<file path="src/rtl/counter_sched_pkg.sv">
// Shared types and constants for the counter command scheduler.
package counter_sched_pkg;

  typedef enum logic [1:0] {
    S_IDLE,
    S_RUN,
    S_REPORT
  } sched_state_t;

  // Counting modes of the shared contador32bits instance
  localparam logic [1:0] MODE_UP1   = 2'b00;
  localparam logic [1:0] MODE_DOWN1 = 2'b01;
  localparam logic [1:0] MODE_DOWN3 = 2'b10;
  localparam logic [1:0] MODE_LOAD  = 2'b11;

  localparam int unsigned N_REQ = 2;

endpackage

</file>
<file path="src/rtl/counter_cmd_sched_rr_arb2.sv">
// Two-way round-robin arbiter; grant is one-hot or zero and only issued while enabled.
module rr_arb2
  import counter_sched_pkg::*;
(
  input  logic [N_REQ-1:0] req_valid,
  input  logic             ptr,
  input  logic             en,
  output logic [N_REQ-1:0] grant
);

  // ptr names the requester that wins when both are pending
  always_comb begin
    grant = '0;
    if (en) begin
      unique case (req_valid)
        2'b01:   grant = 2'b01;
        2'b10:   grant = 2'b10;
        2'b11:   grant = ptr ? 2'b10 : 2'b01;
        default: grant = '0;
      endcase
    end
  end

endmodule

</file>
<file path="src/rtl/counter_cmd_sched.sv">
// Shares one contador32bits between two requesters: round-robin grant, timed run,
// completion report carrying the final count.
module counter_cmd_sched
  import counter_sched_pkg::*;
#(
  parameter int unsigned LEN_W       = 8,
  parameter int unsigned Q_W         = 32,
  parameter bit          STOP_ON_RCO = 1'b1
) (
  input  logic               clk,
  input  logic               reset,
  input  logic [N_REQ-1:0]   req_valid,
  output logic [N_REQ-1:0]   req_ready,
  input  logic [3:0]         req_mode,
  input  logic [7:0]         req_d,
  input  logic [2*LEN_W-1:0] req_len,
  output logic               cnt_enable,
  output logic [1:0]         cnt_mode,
  output logic [3:0]         cnt_d,
  input  logic               cnt_rco,
  input  logic [Q_W-1:0]     cnt_q,
  output logic               done,
  output logic               done_id,
  output logic [Q_W-1:0]     done_q,
  output logic               done_rco
);

  sched_state_t     state;
  logic             ptr;
  logic             owner;
  logic             rco_flag;
  logic [LEN_W-1:0] rem;
  logic [N_REQ-1:0] grant;
  logic             gid;
  logic [LEN_W-1:0] sel_len;
  logic [1:0]       sel_mode;
  logic [3:0]       sel_d;
  logic             rco_stop;

  rr_arb2 u_arb (
    .req_valid (req_valid),
    .ptr       (ptr),
    .en        ((state == S_IDLE) && !reset),
    .grant     (grant)
  );

  assign req_ready = grant;
  assign gid       = grant[1];
  assign sel_len   = gid ? req_len[2*LEN_W-1:LEN_W] : req_len[LEN_W-1:0];
  assign sel_mode  = gid ? req_mode[3:2] : req_mode[1:0];
  assign sel_d     = gid ? req_d[7:4] : req_d[3:0];

  // rco cuts the enable in the same cycle so no extra count slips through
  assign rco_stop   = STOP_ON_RCO && cnt_rco;
  assign cnt_enable = (state == S_RUN) && !rco_stop;

  assign done     = (state == S_REPORT);
  assign done_id  = done && owner;
  assign done_q   = done ? cnt_q : '0;
  assign done_rco = done && rco_flag;

  always_ff @(posedge clk) begin
    if (reset) begin
      state    <= S_IDLE;
      ptr      <= 1'b0;
      owner    <= 1'b0;
      rco_flag <= 1'b0;
      rem      <= '0;
      cnt_mode <= '0;
      cnt_d    <= '0;
    end else begin
      unique case (state)
        S_IDLE: begin
          if (|grant) begin
            ptr      <= ~gid;
            owner    <= gid;
            rem      <= sel_len;
            rco_flag <= 1'b0;
            // counter controls only change for a command that actually runs
            if (sel_len != '0) begin
              cnt_mode <= sel_mode;
              cnt_d    <= sel_d;
              state    <= S_RUN;
            end else begin
              state    <= S_REPORT;
            end
          end
        end
        S_RUN: begin
          if (rco_stop) begin
            rco_flag <= 1'b1;
            state    <= S_REPORT;
          end else begin
            rem <= rem - LEN_W'(1);
            if (rem == LEN_W'(1)) state <= S_REPORT;
          end
        end
        S_REPORT: state <= S_IDLE;
        default:  state <= S_IDLE;
      endcase
    end
  end

endmodule
</file>
<file path="config.mk">
export PLATFORM = sky130hd
export DESIGN_NAME = counter_cmd_sched
export DESIGN_NICKNAME = d
export VERILOG_FILES = /design/src/rtl/counter_sched_pkg.sv /design/src/rtl/counter_cmd_sched_rr_arb2.sv /design/src/rtl/counter_cmd_sched.sv
export SDC_FILE = /design/constraint.sdc
export NUM_CORES = 1
export LEC_CHECK = 0
export CAP_MARGIN = 20
export CORE_MARGIN = 4
export CORE_UTILIZATION = 35
export CTS_BUF_LIST = sky130_fd_sc_hd__clkbuf_2
export DETAILED_ROUTE_END_ITERATION = 16
export GPL_TIMING_DRIVEN = 0
export PLACE_DENSITY = 0.91
export SLEW_MARGIN = 10
export SYNTH_ARGS = -nofsm -noshare
export SYNTH_HDL_FRONTEND = slang
export SYNTH_SLANG_ARGS = --single-unit
</file>
<file path="constraint.sdc">
create_clock -name clk -period 2.1 [get_ports clk]
set_clock_uncertainty 0.15 [all_clocks]
set_input_delay 0.21 -clock clk [delete_from_list [all_inputs] [get_ports clk]]
set_output_delay 0.21 -clock clk [all_outputs]
set_load 0.01 [all_outputs]
</file>
==> results of run 1 <==
-- kinds of logic after synthesis --
| family | share of synthesized area [%] |
|---|---|
| XOR/XNOR | 0.6062 |
| flip-flops | 26.32 |
| AO/OA/AOI/OAI | 20.87 |
| adder cells (fa/ha/maj) | 1.731 |
| AND/OR/NAND/NOR | 39.91 |
| buffers and inverters | 5.282 |
| multiplexers | 5.281 |
-- power by group through the flow --
stage                     combinational [mW]  clock (mW)  sequential, mW
after floorplan                        0.205           0           0.433
after global placement                 0.421           0           0.431
after detailed placement               0.430           0           0.432
after CTS                              0.436       0.172           0.425
after global routing                   0.488       0.184           0.431
final                                  0.451       0.169           0.426
-- flip-flops by register name, summed over array words and instances (netlist names) --
| register | count |
|---|---|
| state | 2 |
| rco_flag | 1 |
| rem | 8 |
| cnt_mode | 2 |
| owner | 1 |
| ptr | 1 |
| cnt_d | 4 |
-- per-stage QoR --
stage               hold slack [ns]  utilization, %
floorplan                    0.2448               -
global placement             0.3092           64.72
detailed placement           0.3147           64.72
CTS                          0.3173           64.53
global route                 0.3281           64.90
finish                       0.3267           64.90
-- tightest hold or removal path, cell delays in order --
cell             delay (ns)
clkdlybuf4s50_1        0.40
nand2_1                0.07
a311oi_2               0.08
-- area by class of cell --
class                   count  area (um2)
fillers                   328        1404
multi-input cells         148        1003
repair buffers            117       993.5
flip-flops and latches     19       387.9
plain buffers              10       102.6
well taps                  50       62.56
inverters                   7       26.28
clock buffers               4       20.02
-- per-layer routing --
layer	part of all wire (%)	up-vias	GRT usage, %
met5	0	-	0
met4	1.6	0	3.132
met1	39	815	26.82
met2	52	90	40.24
li1	-	891	-
met3	7.2	20	3.463
-- repair_timing --
item / 4_1_cts / 5_1_grt
gates cloned: 0 / 0
endpoints found under the setup margin: 38 / 34
pin swaps: 1 / 0
resized for setup: 117 / 25
buffers inserted: 6 / 3
-- cell usage in the layout (no fill, tap or decap), types with 2 or more instances in the layout --
cell type	instances
a21oi_1	7
a221o_1	2
a22oi_1	4
a311oi_2	6
and2_1	34
and2b_2	2
buf_2	21
buf_4	9
buf_6	3
clkbuf_1	2
clkbuf_2	13
clkbuf_8	3
clkdlybuf4s50_1	70
dfxtp_1	17
dfxtp_4	2
dlygate4sd2_1	8
ha_1	2
inv_1	6
mux2_1	2
mux2_2	3
mux2i_1	2
nand2_1	22
nand2b_1	5
nand3_1	2
nor2_1	15
nor2_2	2
nor3_1	7
o21ai_0	4
o22ai_1	2
or4_1	4
-- path summary, 6_finish.rpt --
path	slack (ns)	from	end
hold reg to reg	0.34	rem[7]	rem[7]
setup / recovery	0.06	state[1]	cnt_enable
hold / removal	0.33	req_d[7]	cnt_d[3]
setup reg to reg	0.13	state[0]	rem[0]
==> metrics.txt, run 1 <==
non-filler instance count after layout 355; placed cells 342; top cell types by occurrence after synthesis 34 x and2_1, 22 x nand2_1, 19 x dfxtp_1; CTS root buf clkbuf_2; f_max 490.2 MHz; worst slew pin tran 0.6066 ns; pwr/cell area 402.9 nW/um2; largest net degree at the start of global routing 11; CP endpoint kind output pin; cell area after placement 2589 um2; Hold Buf Count CTS 0; fin crit period 2.040 ns; Max stage delay on crit path 0.54 ns; post-DP HPWL 4518 um; Ports 109; sequential share of power 40.8%; Worst VDD drop 0.2212 mV; Syn Nets 251; Synth cell types 43; worst-skew pair later-pin latency 0.30 ns; Final Max Tran Viols 0; Synth Cell Area 1445 um2; starting density of the core 36.13%; WP depth 4; overall routing resource usage 21.75%; final period utilization 97.14%; Slowest cell on crit path clkdlybuf4s50_1; ant diodes 0; global-route wire length before repair 9011 um; setup ws final 0.05996 ns; CP Cell Sequence and2b_2 > nand2b_4 > inv_1 > clkdlybuf4s50_1; grt ovf 0; Net Sw Frac 32.89%; initial antenna violation count 0; max-cap violations 0; Pint 0.7021 mW; Most used DFF post-synth dfxtp_1; Seq/Total Area, Yosys 26.32%; clk buf depth 2; synthesized area per cell 7.854 um2; Design Area, Final 2596 um2; Die H 72.26 um; RSZ-0062 raised after global routing no; area delta synth->final 79.65%; clock share of power 16.2%; Worst Path Buf+Inv 2; Hold Crit Depth 3; critical path arrival 1.68 ns; Comb pwr share 43.1%; Worst EP required 1.74 ns; Final TNS setup 0 ns; # DRC 0; share of cells above drive strength 1 24.26%; die extent in x 72.26 um; Clock transition at path regs 0.19 ns; Syn. warnings 0; CTS tree yes; Setup violations, final 0; vias in the first global route 1,783; DRT Wirelength 5734 um; Via Count 1,816; CP startpoint kind flip-flop; Gate Count Post-Synth 184; worst r2r path cells 6; initial drt markers 116; clock sink count 19; share of the synthesized area in the top cell type 26.32%; fin nets 373; TritonCTS Buffers 3; Fin. Hold Viols 0; core area 4000 um2; Port-buffer cells 108; Routability Congestion 0.8928; via/cell ratio 5.115; critical path class reg2out; total chip power 1.046 mW; crit-path max FO 5; row count 23; Synth area leaders dfxtp_1 26%, and2_1 15%, a311oi_2 6.2%, nand2_1 5.7%, nor2_1 3.9%; Pre-antenna DRT Iters 6; status finished clean; Die Area 5221 um2; Psw 0.3440 mW; HP Class in2reg; Seq cells post-synth 19; WL per Instance 16.15 um; count leader, synth and2_1; dominant cell type by area after synthesis dfxtp_1; dpl ws -0.3011 ns; Async SR Flop Fraction 0%; Pleak 1.174 nW; cell family with most CP delay buffers and inverters; DRT antenna net count 0; CTS H-tree lvls 1; worst rel slew slack 59.56%; number of flops mapped to enable cells by yosys 0
Note: power is estimated with default switching activity, not from simulation.
==> run 2, diff against run 1 <==
--- a/config.mk
+++ b/config.mk
@@ -7,11 +7,11 @@
 export LEC_CHECK = 0
 export CAP_MARGIN = 20
 export CORE_MARGIN = 4
-export CORE_UTILIZATION = 35
+export CORE_UTILIZATION = 38
 export CTS_BUF_LIST = sky130_fd_sc_hd__clkbuf_2
 export DETAILED_ROUTE_END_ITERATION = 16
 export GPL_TIMING_DRIVEN = 0
-export PLACE_DENSITY = 0.91
+export PLACE_DENSITY = 0.95
 export SLEW_MARGIN = 10
 export SYNTH_ARGS = -nofsm -noshare
 export SYNTH_HDL_FRONTEND = slang
==> constraint.sdc (replaced) <==
create_clock -name clk -period 2.6 [get_ports clk]
set_clock_uncertainty 0.15 [all_clocks]
set_input_delay 0.26 -clock clk [delete_from_list [all_inputs] [get_ports clk]]
set_output_delay 0.26 -clock clk [all_outputs]
set_load 0.01 [all_outputs]
==> run 2 against run 1 <==
- clock power decreased by 18%
- total power decreased by 20%
- design area increased by 1.8%
- critical path type unchanged
- critical endpoint is now done_q[28]
- largest cell class unchanged
- largest power group unchanged
==> metrics.txt, run 2 (synthesis results as in run 1) <==
sequential share of power 41.1%; Ports 109; Final TNS setup 0 ns; row count 22; met3 Usage GRT 4.638%; max FFs per register 8; HP Class reg2reg; max-cap violations 0; share of cells above drive strength 1 11.41%; largest net degree at the start of global routing 11; post-DP HPWL 4418 um; most frequent cells in the layout 106 x clkdlybuf4s50_1, 34 x and2_1, 22 x nand2_1; Die H 69.67 um; CP startpoint kind flip-flop; pwr/cell area 315.9 nW/um2; clock sink count 19; # DRC 0; area delta synth->final 82.94%; GR peak layer met2; Psw 0.2696 mW; clock share of power 16.5%; setup ws final 0.07960 ns; initial antenna violation count 0; Clock transition at path regs 0.18 ns; worst rel slew slack 59.38%; CTS root buf clkbuf_2; critical path arrival 2.11 ns; critical path class reg2out; initial drt markers 115; clk buf depth 2; global-route wire length before repair 8631 um; fin nets 366; DRT antenna net count 0; vias in the first global route 1,738; dpl ws 0.1018 ns; starting density of the core 39.47%; placed cells 340; Worst VDD drop 0.1388 mV; CP endpoint kind output pin; Pleak 1.060 nW; overall routing resource usage 21.85%; status finished clean; CTS tree yes; Via Count 1,730; non-filler instance count after layout 346; f_max 396.8 MHz; final period utilization 96.94%; Comb pwr share 42.4%; Port-buffer cells 108; Die Area 4854 um2; fin crit period 2.520 ns; Setup violations, final 0; TritonCTS Buffers 3; core area 3661 um2; GR Util met1 25.13%; Worst EP required 2.19 ns; Routability Congestion 0.9058; worst-skew pair later-pin latency 0.33 ns; Pint 0.5656 mW; DRT Wirelength 5413 um; Pre-antenna DRT Iters 4; die extent in x 69.67 um; Top reg by flops rem; fin util 72.21%; via/cell ratio 5.000; crit-path max FO 10; CTS H-tree lvls 1; worst slew pin tran 0.6093 ns; ant diodes 0; grt ovf 0; commonest non-fill, non-tap cell in the layout clkdlybuf4s50_1; Largest regs rem: 8 flops, cnt_d: 4 flops; WL per Instance 15.64 um; total chip power 0.8352 mW; met2 Use GR 39.94%; Fin. Hold Viols 0; Final Max Tran Viols 0; Net Sw Frac 32.27%
==> run 2: cell types whose count changed in the layout (fill, tap and decap cells not counted), moves of 4 or more <==
| cell | before | now |
|---|---|---|
| buf_4 | 9 | 2 |
| clkbuf_4 | 0 | 4 |
| clkdlybuf4s50_1 | 70 | 106 |
| buf_2 | 21 | 3 |
| clkbuf_2 | 13 | 4 |
| dlygate4sd2_1 | 8 | 0 |
==> run 2: path summary, 6_finish.rpt <==
kind                end  slack (ns)  cells past startpoint     start
max          done_q[28]        0.08                      5  state[0]
min              rem[7]        0.33                      2    rem[7]
max reg2reg    cnt_d[1]        0.83                      6  state[0]
min reg2reg      rem[7]        0.33                      2    rem[7]
==> run 2: layer usage <==
metal | vias up | share of wire, %
met5 | - | 0
met4 | 0 | 1.3
met3 | 7 | 5.4
met2 | 58 | 53
met1 | 788 | 41
li1 | 877 | -
==> run 2: through the flow <==
step / instance area [um2] / hold WS, ns
3_5_place_dp: 2586 / 0.3151
2_1_floorplan: 1445 / 0.2948
3_3_place_gp: 2586 / 0.3103
5_1_grt: 2644 / 0.3526
6_report: 2644 / 0.3348
4_1_cts: 2611 / 0.3350
==> run 2: worst max-delay path: stages (launching register included) <==
cell	delay, ns
dfxtp_2	0.38
buf_2	0.17
and2b_2	0.31
clkbuf_4	0.21
and2_1	0.15
clkdlybuf4s50_1	0.55
==> run 2: repair_timing <==
item,in CTS,in global routing
hold buffers,0,0
resized for setup,4,11
pin swaps,0,1
buffers inserted,0,2
endpoints found under the setup margin,29,30
==> run 2: layout make-up <==
cell class                 instances  area, um2
buffer                            10      63.81
sequential                        19      382.9
timing repair buffer             110       1101
multi-input combinational        148      989.7
inverter                           7      26.28
tap                               48      60.06
clock buffer                       4      20.02
fill                             262       1017
==> run 2: power groups by stage <==
stage / combinational, mW / sequential [mW] / clock [mW]
floorplan: 0.166 / 0.350 / 0
global placement: 0.340 / 0.348 / 0
detailed placement: 0.348 / 0.349 / 0
CTS: 0.350 / 0.343 / 0.142
global route: 0.385 / 0.347 / 0.154
finish: 0.354 / 0.343 / 0.138
==> run 3, diff against run 2 <==
--- a/config.mk
+++ b/config.mk
@@ -9,6 +9,7 @@
 export CORE_MARGIN = 4
 export CORE_UTILIZATION = 38
 export CTS_BUF_LIST = sky130_fd_sc_hd__clkbuf_2
+export CTS_CLUSTER_DIAMETER = 150
 export DETAILED_ROUTE_END_ITERATION = 16
 export GPL_TIMING_DRIVEN = 0
 export PLACE_DENSITY = 0.95
==> results of run 3 <==
No change in the layout: final DEF, timing and power equal those of run 2.
